File: src/rtl/axi_w_burst_gen.sv
// AXI4 write-channel burst initiator: issues cfg_num INCR bursts of cfg_len+1 full beats,
// one burst outstanding at a time, and records the first error response of the run.
module axi_w_burst_gen #(
    parameter int unsigned BEAT_BYTES = 64
) (
    input  logic                      clk,
    input  logic                      rst,
    input  logic                      cfg_start,
    input  logic [63:0]               cfg_addr,
    input  logic [7:0]                cfg_len,
    input  logic [15:0]               cfg_num,
    input  logic [5:0]                cfg_id,
    input  logic [31:0]               cfg_seed,
    output logic                      busy,
    output logic                      done,
    output logic                      err,
    output logic [1:0]                err_resp,
    output logic [15:0]               bursts_done,
    output logic [5:0]                awid,
    output logic [63:0]               awaddr,
    output logic [7:0]                awlen,
    output logic [2:0]                awsize,
    output logic                      awvalid,
    input  logic                      awready,
    output logic [BEAT_BYTES*8-1:0]   wdata,
    output logic [BEAT_BYTES-1:0]     wstrb,
    output logic                      wlast,
    output logic                      wvalid,
    input  logic                      wready,
    input  logic [5:0]                bid,
    input  logic [1:0]                bresp,
    input  logic                      bvalid,
    output logic                      bready
);
    localparam int unsigned SIZE = $clog2(BEAT_BYTES);
    localparam int unsigned PATS = BEAT_BYTES / 4;

    typedef enum logic [1:0] {IDLE, ISSUE, WAIT_B, FINISH} state_t;

    state_t      state;
    logic [7:0]  len_q;
    logic [15:0] num_q;
    logic [31:0] pat;
    logic [7:0]  beat;
    logic        aw_sent;
    logic        w_done;
    logic [63:0] stride;
    logic        aw_hs;
    logic        w_hs;
    logic        unused_bid;

    assign awsize     = 3'(SIZE);
    assign wstrb      = '1;
    assign stride     = (64'(len_q) + 64'd1) << SIZE;
    assign aw_hs      = awvalid && awready;
    assign w_hs       = wvalid && wready;
    assign unused_bid = ^bid;

    always_ff @(posedge clk) begin
        if (rst) begin
            state       <= IDLE;
            busy        <= 1'b0;
            done        <= 1'b0;
            err         <= 1'b0;
            err_resp    <= '0;
            bursts_done <= '0;
            awid        <= '0;
            awaddr      <= '0;
            awlen       <= '0;
            awvalid     <= 1'b0;
            wdata       <= '0;
            wlast       <= 1'b0;
            wvalid      <= 1'b0;
            bready      <= 1'b0;
            len_q       <= '0;
            num_q       <= '0;
            pat         <= '0;
            beat        <= '0;
            aw_sent     <= 1'b0;
            w_done      <= 1'b0;
        end else begin
            case (state)
                IDLE: begin
                    done <= 1'b0;
                    if (cfg_start) begin
                        len_q       <= cfg_len;
                        num_q       <= cfg_num;
                        awid        <= cfg_id;
                        awlen       <= cfg_len;
                        awaddr      <= cfg_addr;
                        pat         <= cfg_seed;
                        wdata       <= {PATS{cfg_seed}};
                        beat        <= '0;
                        wlast       <= (cfg_len == 8'd0);
                        aw_sent     <= 1'b0;
                        w_done      <= 1'b0;
                        err         <= 1'b0;
                        err_resp    <= '0;
                        bursts_done <= '0;
                        busy        <= 1'b1;
                        if (cfg_num == 16'd0) begin
                            state <= FINISH;
                        end else begin
                            state   <= ISSUE;
                            awvalid <= 1'b1;
                            wvalid  <= 1'b1;
                        end
                    end
                end
                ISSUE: begin
                    if (aw_hs) begin
                        awvalid <= 1'b0;
                        aw_sent <= 1'b1;
                    end
                    if (w_hs) begin
                        pat   <= pat + 32'd1;
                        wdata <= {PATS{pat + 32'd1}};
                        beat  <= beat + 8'd1;
                        wlast <= (beat + 8'd1 == len_q);
                        if (wlast) begin
                            wvalid <= 1'b0;
                            w_done <= 1'b1;
                        end
                    end
                    // AW and the final W beat may complete in either order or together
                    if ((aw_sent || aw_hs) && (w_done || (w_hs && wlast))) begin
                        state  <= WAIT_B;
                        bready <= 1'b1;
                    end
                end
                WAIT_B: begin
                    if (bvalid) begin
                        bready      <= 1'b0;
                        bursts_done <= bursts_done + 16'd1;
                        if (bresp != 2'b00 && !err) begin
                            err      <= 1'b1;
                            err_resp <= bresp;
                        end
                        if (bursts_done + 16'd1 < num_q) begin
                            state   <= ISSUE;
                            awvalid <= 1'b1;
                            wvalid  <= 1'b1;
                            awaddr  <= awaddr + stride;
                            beat    <= '0;
                            wlast   <= (len_q == 8'd0);
                            aw_sent <= 1'b0;
                            w_done  <= 1'b0;
                        end else begin
                            state <= FINISH;
                            done  <= 1'b1;
                            busy  <= 1'b0;
                        end
                    end
                end
                FINISH: begin
                    // An empty run arrives here with done low, so it spends one busy
                    // cycle before pulsing done; a completed run arrives with done set.
                    if (!done) begin
                        done <= 1'b1;
                        busy <= 1'b0;
                    end else begin
                        done  <= 1'b0;
                        state <= IDLE;
                    end
                end
                default: state <= IDLE;
            endcase
        end
    end
endmodule
File: config.mk
export PLATFORM = sky130hd
export DESIGN_NAME = axi_w_burst_gen
export DESIGN_NICKNAME = d
export VERILOG_FILES = /design/src/rtl/axi_w_burst_gen.sv
export SDC_FILE = /design/constraint.sdc
export NUM_CORES = 1
export LEC_CHECK = 0
export ABC_CLOCK_PERIOD_IN_PS = 6700
export BUFFER_PORTS_ARGS = -buffer_cell sky130_fd_sc_hd__buf_4
export CELL_PAD_IN_SITES_DETAIL_PLACEMENT = 1
export CELL_PAD_IN_SITES_GLOBAL_PLACEMENT = 2
export CORE_AREA = 2 2 324 326
export CTS_CLUSTER_DIAMETER = 80
export DETAILED_ROUTE_END_ITERATION = 10
export DIE_AREA = 0 0 326 328
export PLACE_DENSITY_LB_ADDON = 0.1
export SYNTH_ARGS = -nofsm -noshare
export SYNTH_HDL_FRONTEND = slang
export SYNTH_SLANG_ARGS = --single-unit
File: constraint.sdc
create_clock -name clk -period 6.7 [get_ports clk]
set_input_delay 0.67 -clock clk [delete_from_list [all_inputs] [get_ports clk]]
set_output_delay 0.67 -clock clk [all_outputs]
set_load 0.02 [all_outputs]
Yosys cells after proc, flatten, opt, wreduce, memory -nomap -nowiden --
Index checks and enable logic that the tools add are counted.
Word-level totals: flip-flop bits (word level) 675, input bits 140, output and inout bits 682, word-level logic and storage cells 139
Cells by class: add/subtract/negate cells 5, magnitude comparators 1, eq/ne operators 16, multiplexer cells 66, reduce and logical (&&, ||, !) cells 32
Operators by type and width (count):
- 512-bit 2-to-1 mux | 2
- 512-bit one-hot mux with 2 select lines | 1
- 64-bit 2-to-1 mux | 3
- 64-bit one-hot mux with 2 select lines | 1
- 64-bit by 15-bit adder with 64-bit output | 1
- 32-bit 2-to-1 mux | 2
- 32-bit one-hot mux with 2 select lines | 1
- 32-bit by 1-bit adder with 32-bit output (second input constant) | 1
- 16-bit 2-to-1 mux | 2
- 8-bit 2-to-1 mux | 4
- 16-bit one-hot mux with 2 select lines | 1
- 1-bit 2-to-1 mux | 28
- 2-bit inequality test (second input constant) | 12
- 8-bit one-hot mux with 3 select lines | 1
- 1-bit one-hot mux with 3 select lines | 7
- 2-bit 2-to-1 mux | 9
- 16-bit by 1-bit adder with 16-bit output (second input constant) | 1
- 16-bit zero test | 1
- 8-bit zero test | 2
- 16-bit < comparator | 1
- 5-bit AND reduction | 3
- 3-bit AND reduction | 4
- 4-bit AND reduction | 3
- 6-bit AND reduction | 2
- other kinds (16) | 27

Depth between registers and ports, before layout --
Gate-level depths: netlist of run 1.
word-level depth 6, gate-level depth with buffers 17, depth with buffers taken out 14

Worst setup path after synthesis of run 1 --
OpenSTA, ideal clock, no wires.
kind register -> register, start register bursts_done[0], end register awaddr[16], library setup time 103 ps, data arrival time 3475 ps, required time 6597 ps, path slack 3121 ps, cell stages (with the launch flop) 17, buffers on the path 3, clock period less this slack 3579 ps, path through dfxtp_1 -> and3_2 -> and3_1 -> clkbuf_1 -> and4_1 -> clkbuf_1 -> nand3_1 -> xnor2_1 -> ha_1 -> nand4_1 -> a211oi_1 -> a32oi_2 -> and2_1 -> buf_4 -> and3_1 -> mux2i_1 -> a2111oi_2
On the way: cells in the longest elaborated chain, start to end 4
Ends and longest elaborated chain:
- from (decl) | RTL line 18 | output logic [15:0] bursts_done,
- from (signal assigned) | RTL line 134 | bursts_done <= bursts_done + 16'd1;
- 16-bit by 1-bit adder with 16-bit output | RTL line 139 | if (bursts_done + 16'd1 < num_q) begin
- 16-bit < comparator | RTL line 139
- 2-bit inequality test (no source line)
- 4-bit AND reduction (no source line)
- to (signal assigned) | RTL line 90 | awaddr <= cfg_addr;
- to (signal assigned) | RTL line 143 | awaddr <= awaddr + stride;
- to (decl) | RTL line 20 | output logic [63:0] awaddr,
Every way passes these cells. A chain may end at the register's enable or synchronous reset.

Final worst setup path of run 1 --
start register bursts_done[0], end register beat[7]
On the way: cells in the longest elaborated chain, start to end 4
Ends and longest elaborated chain:
- 16-bit by 1-bit adder with 16-bit output | RTL line 139
- 16-bit < comparator | RTL line 139
- 2-bit inequality test (no source line)
- 5-bit AND reduction (no source line)
- to (signal assigned) | RTL line 118 | beat <= beat + 8'd1;
- to (decl) | RTL line 44 | logic [7:0] beat;
Every way passes these cells.

==> qor.csv, run 1 <==
metric,value,unit
result of the run,finished clean,
Worst Reg-to-Reg Cells,14,
critical register-to-register path endpoint,beat[7]$_SDFFE_PP0P_,
post-route clock skew,0.01851,ns
area of combinational cells with multiple inputs,6591,um2
row cnt,118,
Post-Synthesis Cells,1887,
sequential share of the synthesized area,22.95,%
number of antenna violations at the first check in global routing,7,
largest net degree at the start of global routing,74,
final hold violation count,0,
fill cell total of the finished layout,12340,
number of failing setup endpoints in the final timing report,0,
source of the worst register-to-register timing path,bursts_done[0]$_SDFFE_PP0P_,
RSZ-0062 raised after global routing,false,
Routed WL,74140,um
area grow syn2layout,27.71,%
number of enable-type register cells in the synthesized netlist,0,
slew of the pin with the lowest slew margin,1.159,ns
number of global-route vias before repair,13680,
kind of path behind the tightest hold check,primary input to flop,
area of the die,106900,um2
"IR drop worst, VDD",0.0002449,V
final layout net count,2274,
number of buffers inserted during clock tree synthesis,17,
top area cells in the synthesized netlist,"sky130_fd_sc_hd__buf_4, sky130_fd_sc_hd__dfxtp_1, sky130_fd_sc_hd__a21oi_1",
DR WL/cell,21.23,um
clk_lat worst skew,0.51,ns
FMAX,211.9,MHz
Final Cycle Share,70.42,%
antenna violation net count after detailed routing,0,
GRT overflow,0,
die width,326,um
#FFs+latches synth,163,
Vert. Die Dim,328,um
hold path endpoint,awid[5]$_SDFFE_PP0P_,
number of diodes added for antenna fixing,0,
core area,103200,um2
setup fix buffers added after clock tree synthesis,0,
DRT iter0 DRCs,449,
routed vias/inst,3.863,
post-detailed-route DRC marker count,0,
Placer Congestion,0.7095,
leakage component of the power,7.999,nW
Post-Syn Area,14220,um2
number of max-cap violations,0,
Reg area,3263,um2
CP max FO,24,
worst relative slew slack,22.11,%
clock period minus final worst setup slack,4.718,ns
number of cells on the worst hold path,3,
data required time of the critical path,7.07,ns
Hold Startpoint,cfg_id[5],
Clock H-tree levels,4,
capturing element type of the critical path,flop,
area share of the leading cell type in the synthesized netlist,29.03,%
maximum clock insertion buffer count,2,
clock tree from TritonCTS,built,
detailed-router iteration count before antenna repair,4,
Total Neg Setup Slack,0,ns
setup slack of the most critical reg-to-reg path,1.98,ns
Finished Cell Area,18160,um2
number of gates resized after cts,0,
CTS root buffer,sky130_fd_sc_hd__clkbuf_16,
Placement Cell Area,17520,um2
number of port buffers,748,
first-pass GRT wire length,104100,um
most frequently used flop master after synthesis,sky130_fd_sc_hd__dfxtp_1,
fraction of final layout cells sized beyond drive strength 1,39.58,%
clock-pin slew on the worst setup and hold paths,0.08,ns
via total after detailed routing,13490,
Hold Buf Count CTS,0,
DP HPWL,57210,um
kind of launch point of the worst setup path,flop,
largest area contributor in the netlist,sky130_fd_sc_hd__buf_4,
Syn Area/Cell,7.536,um2
arrival time at the worst endpoint,5.09,ns
startpoint-to-endpoint class of the critical path,flop to flop,
power per cell area,496.4,nW/um2
initial cell density of the core,13.78,%
sink count of the clock tree,163,
share of synthesized flip-flops with an asynchronous set or reset,0,%
number of pins exceeding their max-slew limit in the final report,0,
number of distinct standard cells referenced by the synthesized netlist,82,
Synth Warn #,0,
overall global routing resource usage,13.34,%
number of I/O pins,822,
## worst max-delay path: stages, from the launching register on
cell and delay, ns:
sky130_fd_sc_hd__dfxtp_1 0.45, sky130_fd_sc_hd__ha_1 0.23, sky130_fd_sc_hd__and3_1 0.23, sky130_fd_sc_hd__and3_1 0.22
sky130_fd_sc_hd__and2_0 0.30, sky130_fd_sc_hd__nand3_1 0.14, sky130_fd_sc_hd__xnor2_1 0.27, sky130_fd_sc_hd__ha_1 0.30
sky130_fd_sc_hd__nand4_1 0.14, sky130_fd_sc_hd__a211oi_1 0.08, sky130_fd_sc_hd__a32oi_2 0.51, sky130_fd_sc_hd__nand2_2 0.59
sky130_fd_sc_hd__a21oi_2 0.78, sky130_fd_sc_hd__mux2i_1 0.27, sky130_fd_sc_hd__a21oi_1 0.08
## through the flow
| step | worst slack [ns] | instances | utilization [%] | hold slack, ns | total power [W] |
|---|---|---|---|---|---|
| floorplan | 3.121 | 1952 | - | 0.4363 | 0.006240 |
| global placement | 1.894 | 3461 | 16.98 | 0.4486 | 0.008017 |
| detailed placement | 1.804 | 3461 | 16.98 | 0.4516 | 0.008033 |
| CTS | 1.782 | 3492 | 17.60 | 0.3506 | 0.009284 |
| global route | 1.485 | 3492 | 17.60 | 0.3841 | 0.009618 |
| finish | 1.982 | 3492 | 17.60 | 0.4057 | 0.009015 |
## cell families after synthesis
group / count (synthesis) / synth area share (%)
other: 2 / 0.05281
AND/OR/NAND/NOR: 566 / 19.74
AO/OA/AOI/OAI: 373 / 17.01
flip-flops: 163 / 22.95
buffers and inverters: 680 / 32.64
adder cells (fa/ha/maj): 35 / 3.115
multiplexers: 33 / 2.340
XOR/XNOR: 35 / 2.156
## flip-flops by register name, indices dropped and copies added, names as in the netlist, 2 cells and up
register,count
awaddr,64
awid,6
beat,8
bursts_done,16
err_resp,2
len_q,8
num_q,16
state,2
wdata,32
## synthesized netlist by cell type (all sizes together), types with 4 or more instances
master and count:
buf 568, dfxtp 163, nand2 158, nor2 130
a21oi 127, clkbuf 75, nand3 65, o21ai 55
nor3 47, a22oi 45, inv 37, and3 34
ha 33, mux2i 31, nand4 29, a31oi 25
xnor2 23, a211oi 22, and2 22, nor4 20
o22ai 13, a2111oi 12, a21o 12, xor2 12
nand2b 11, nor2b 9, o21a 9, and4 8
nand3b 7, o311ai 6, or3 6, nor3b 5
o211ai 5, or2 5, a221oi 4, or4 4
## per-layer routing
layer	part of all wire (%)	track usage (%)
met1	39	14.52
met2	52	24.55
met3	6.2	3.726
met4	2.7	4.708
met5	0.077	0
## cells in the final DEF, fill, tap and decap left out, types with 12 or more instances in the layout
cell type / netlist / routed
sky130_fd_sc_hd__o21ai_0: 48 / 48
sky130_fd_sc_hd__xor2_1: 12 / 12
sky130_fd_sc_hd__o22ai_1: 13 / 13
sky130_fd_sc_hd__a211oi_1: 21 / 21
sky130_fd_sc_hd__nor4_1: 13 / 13
sky130_fd_sc_hd__and2_1: 21 / 21
sky130_fd_sc_hd__a21oi_1: 126 / 125
sky130_fd_sc_hd__xnor2_1: 23 / 23
sky130_fd_sc_hd__nand2_1: 157 / 157
sky130_fd_sc_hd__a31oi_1: 25 / 25
sky130_fd_sc_hd__mux2i_1: 31 / 31
sky130_fd_sc_hd__inv_1: 37 / 37
sky130_fd_sc_hd__nor3_1: 46 / 46
sky130_fd_sc_hd__ha_1: 33 / 31
sky130_fd_sc_hd__conb_1: 2 / 67
sky130_fd_sc_hd__and3_1: 33 / 33
sky130_fd_sc_hd__clkbuf_16: 0 / 17
sky130_fd_sc_hd__nand4_1: 28 / 28
sky130_fd_sc_hd__a22oi_1: 45 / 45
sky130_fd_sc_hd__nand3_1: 64 / 64
sky130_fd_sc_hd__nor2_1: 130 / 127
sky130_fd_sc_hd__buf_4: 550 / 771
sky130_fd_sc_hd__dfxtp_1: 163 / 163
## power by group
part	internal [W]	switching, W	leakage (nW)
combinational	0.00220	0.00368	6.35
sequential	0.00124	0.000706	1.34
clock	0.000635	0.000553	0.310
total	0.00408	0.00494	8.00
## final cells by class
type | count | share of cell area, %
sequential | 163 | 17.97
inverter | 37 | 0.7647
tap | 1380 | 9.507
clock buffer | 17 | 2.342
timing repair buffer | 772 | 31.93
clock inverter | 14 | 1.192
multi-input combinational | 1109 | 36.29
## worst max path at each step
stage	cells past startpoint	end	slack, ns	startpoint
floorplan	16	awaddr[16]$_SDFFE_PP0P_	3.12	bursts_done[0]$_SDFFE_PP0P_
global placement	14	beat[7]$_SDFFE_PP0P_	1.89	bursts_done[0]$_SDFFE_PP0P_
detailed placement	14	beat[7]$_SDFFE_PP0P_	1.80	bursts_done[0]$_SDFFE_PP0P_
CTS	14	beat[7]$_SDFFE_PP0P_	1.78	bursts_done[0]$_SDFFE_PP0P_
global route	14	beat[7]$_SDFFE_PP0P_	1.48	bursts_done[0]$_SDFFE_PP0P_
finish	14	beat[7]$_SDFFE_PP0P_	1.98	bursts_done[0]$_SDFFE_PP0P_
Note: power is estimated with default switching activity, not from simulation.
==> run 2: changes to the inputs <==
Settings changed: ABC_CLOCK_PERIOD_IN_PS 6700 to 3830.
Clock period 6.7 ns to 3.83 ns, I/O delays scaled along.
==> run 2 against run 1 <==
  * Critical path depth up 1
  * Global-route usage grew 0.21 points
  * Wire length up 2.0%
  * First-iteration DRC count up 13%
  * Count of clock-buffer cells in the layout increased by 2
  * Clock power is 68% higher
  * Hold slack got worse by 0.29 ns
  * Critical endpoint is now awaddr[50]$_SDFFE_PP0P_
  * Largest cell class is now non-clock buffers
==> qor.csv, run 2 (synthesis results as in run 1) <==
metric,value,unit,change
number of pins exceeding their max-slew limit in the final report,0,,unchanged
post-detailed-route DRC marker count,0,,unchanged
final layout net count,2379,,+4.6%
DR WL/cell,21.01,um,-1.0%
number of global-route vias before repair,14260,,+4.2%
kind of launch point of the worst setup path,flop,,
Worst Reg-to-Reg Cells,15,,+1
area grow syn2layout,34.14,%,
CP max FO,15,,-38%
area of the die,106900,um2,unchanged
number of cells on the worst hold path,3,,unchanged
worst relative slew slack,14.42,%,-7.7 points
Finished Cell Area,19080,um2,+5.0%
GRT overflow,0,,unchanged
first-pass GRT wire length,106000,um,+1.9%
sink count of the clock tree,163,,unchanged
Worst Setup Slack post-DPL,-0.09793,ns,-1.902 ns
leakage component of the power,8.591,nW,+7.4%
net load switching power,0.008764,W,+77%
final hold violation count,0,,unchanged
setup slack of the critical path after layout,0.2870,ns,-1.695 ns
source of the worst register-to-register timing path,bursts_done[2]$_SDFFE_PP0P_,,
die width,326,um,unchanged
Clock H-tree levels,4,,unchanged
capturing element type of the critical path,flop,,
largest register by flop count,awaddr,,
internal power of the cells,0.007499,W,+84%
clock tree from TritonCTS,built,,
largest net degree at the start of global routing,61,,-18%
start point of the critical path,bursts_done[2]$_SDFFE_PP0P_,,
arrival time at the worst endpoint,3.95,ns,-1.14 ns
Placer Congestion,0.7239,,+2.0%
routed vias/inst,3.817,,-1.2%
Routed WL,75600,um,+2.0%
Hold Startpoint,cfg_id[2],,
"commonest cells after routing, fill and taps aside","sky130_fd_sc_hd__buf_4, sky130_fd_sc_hd__dfxtp_1, sky130_fd_sc_hd__nand2_1, sky130_fd_sc_hd__nor2_1, sky130_fd_sc_hd__a21oi_1",,
fill cell total of the finished layout,12320,,-0.23%
overall global routing resource usage,13.55,%,+0.21 points
via total after detailed routing,13740,,+1.8%
RSZ-0062 raised after global routing,false,,
register share of total power,17.4,%,-4.2 points
Switching Share,53.89,%,-0.90 points
combinational power share,70.3,%,+5.1 points
power per cell area,852.5,nW/um2,+72%
DRT iter0 DRCs,506,,+13%
Regs by FF count,"awaddr: 64 flops, wdata: 32 flops",,
core area,103200,um2,unchanged
fraction of final layout cells sized beyond drive strength 1,42.85,%,+3.3 points
initial cell density of the core,13.78,%,unchanged
startpoint-to-endpoint class of the critical path,flop to flop,,
number of failing setup endpoints in the final timing report,0,,unchanged
DP HPWL,59810,um,+4.5%
clock period minus final worst setup slack,3.543,ns,-1.175 ns
CTS root buffer,sky130_fd_sc_hd__clkbuf_16,,
power share of the clock group,12.3,%,-0.9 points
number of max-cap violations,0,,unchanged
post-route clock skew,0.01785,ns,-0.0006579 ns
"IR drop worst, VDD",0.0003852,V,+57%
hold path endpoint,awid[2]$_SDFFE_PP0P_,,
data required time of the critical path,4.24,ns,-2.83 ns
kind of path behind the tightest hold check,primary input to flop,,
result of the run,finished clean,,
setup slack of the most critical reg-to-reg path,0.29,ns,-1.69 ns
number of flip-flops in the largest register,64,,unchanged
detailed-router iteration count before antenna repair,4,,unchanged
number of buffers inserted during clock tree synthesis,17,,unchanged
antenna violation net count after detailed routing,0,,unchanged
number of I/O pins,822,,unchanged
Final Cycle Share,92.51,%,+22 points
slew of the pin with the lowest slew margin,1.279,ns,+0.1195 ns
Vert. Die Dim,328,um,unchanged
number of port buffers,748,,unchanged
clk_lat worst skew,0.51,ns,about the same
row cnt,118,,unchanged
number of antenna violations at the first check in global routing,8,,+1
"leading cell type in the layout, fill and taps excluded",sky130_fd_sc_hd__buf_4,,
critical register-to-register path endpoint,awaddr[50]$_SDFFE_PP0P_,,
maximum clock insertion buffer count,2,,unchanged
Placement Cell Area,18350,um2,+4.7%
clock-pin slew on the worst setup and hold paths,0.08,ns,about the same
FMAX,282.2,MHz,+33%
post-layout total power,0.01626,W,+80%
run 2: cell count changes in the layout (fill, tap and decap cells not counted), moves of 2 or more:
cell / change
sky130_fd_sc_hd__buf_12: +7
sky130_fd_sc_hd__xnor2_1: -4
sky130_fd_sc_hd__inv_6: -3
sky130_fd_sc_hd__clkinv_4: +2
sky130_fd_sc_hd__xnor2_2: +4
sky130_fd_sc_hd__buf_4: +98
run 2: worst max path at each step:
stage,to,cells after the start
final,awaddr[50]$_SDFFE_PP0P_,15
after detailed placement,awaddr[43]$_SDFFE_PP0P_,15
after global routing,awaddr[52]$_SDFFE_PP0P_,17
after global placement,awaddr[43]$_SDFFE_PP0P_,15
after CTS,awaddr[49]$_SDFFE_PP0P_,14
after floorplan,awaddr[16]$_SDFFE_PP0P_,16
run 2: metrics by stage:
step / util, % / std cells / TNS (ns) / hold WS [ns]
2_1_floorplan: - / 1952 / 0 / 0.4363
3_3_place_gp: 17.78 / 3562 / -0.1417 / 0.4490
3_5_place_dp: 17.78 / 3562 / -0.3871 / 0.4529
4_1_cts: 18.38 / 3593 / 0 / 0.06784
5_1_grt: 18.48 / 3598 / 0 / 0.09769
6_report: 18.48 / 3598 / 0 / 0.1163
run 2: area by class of cell:
type                    instances  area (um2)  share of cell area, %
clock inverters                12       168.9                 0.8855
inverters                      37       138.9                 0.7281
flip-flops and latches        163        3264                  17.11
clock buffers                  19       442.9                  2.322
well taps                    1380        1727                  9.052
repair buffers                877        6675                  34.99
diodes                          1       2.502                0.01312
multi-input cells            1109        6656                  34.89
run 2: power groups by stage:
stage          combinational, W  clock (W)  sequential (W)
6_report                 0.0114    0.00200         0.00283
5_1_grt                  0.0122    0.00217         0.00294
4_1_cts                  0.0117    0.00213         0.00285
3_5_place_dp             0.0116          0         0.00289
3_3_place_gp             0.0116          0         0.00287
2_1_floorplan           0.00738          0         0.00354
run 2: routing by layer:
layer | track usage (%) | part of all wire (%)
met1 | 14.71 | 39
met3 | 4.263 | 6.3
met5 | 0 | 0.098
met2 | 25.14 | 53
met4 | 3.707 | 2.0
run 2: worst max-delay path, cell delays in order (launching register included):
cell and delay [ns]:
sky130_fd_sc_hd__dfxtp_2 0.37, sky130_fd_sc_hd__and3_2 0.21, sky130_fd_sc_hd__and3_1 0.22, sky130_fd_sc_hd__and4_1 0.27, sky130_fd_sc_hd__nand3_1 0.13, sky130_fd_sc_hd__xnor2_2 0.20
sky130_fd_sc_hd__ha_1 0.28, sky130_fd_sc_hd__nand4_1 0.16, sky130_fd_sc_hd__a211oi_2 0.06, sky130_fd_sc_hd__a32oi_2 0.38, sky130_fd_sc_hd__buf_4 0.18, sky130_fd_sc_hd__nand2_2 0.07
sky130_fd_sc_hd__buf_12 0.16, sky130_fd_sc_hd__nor4_4 0.28, sky130_fd_sc_hd__mux2i_1 0.12, sky130_fd_sc_hd__a2111oi_2 0.35
run 2: timing repair:
item,4_1_cts,5_1_grt
gates resized for setup,2,16
hold endpoints to repair,0,0
pin swaps,0,3
hold buffers,0,0
buffers inserted,0,4
endpoints found under the setup margin,15,45
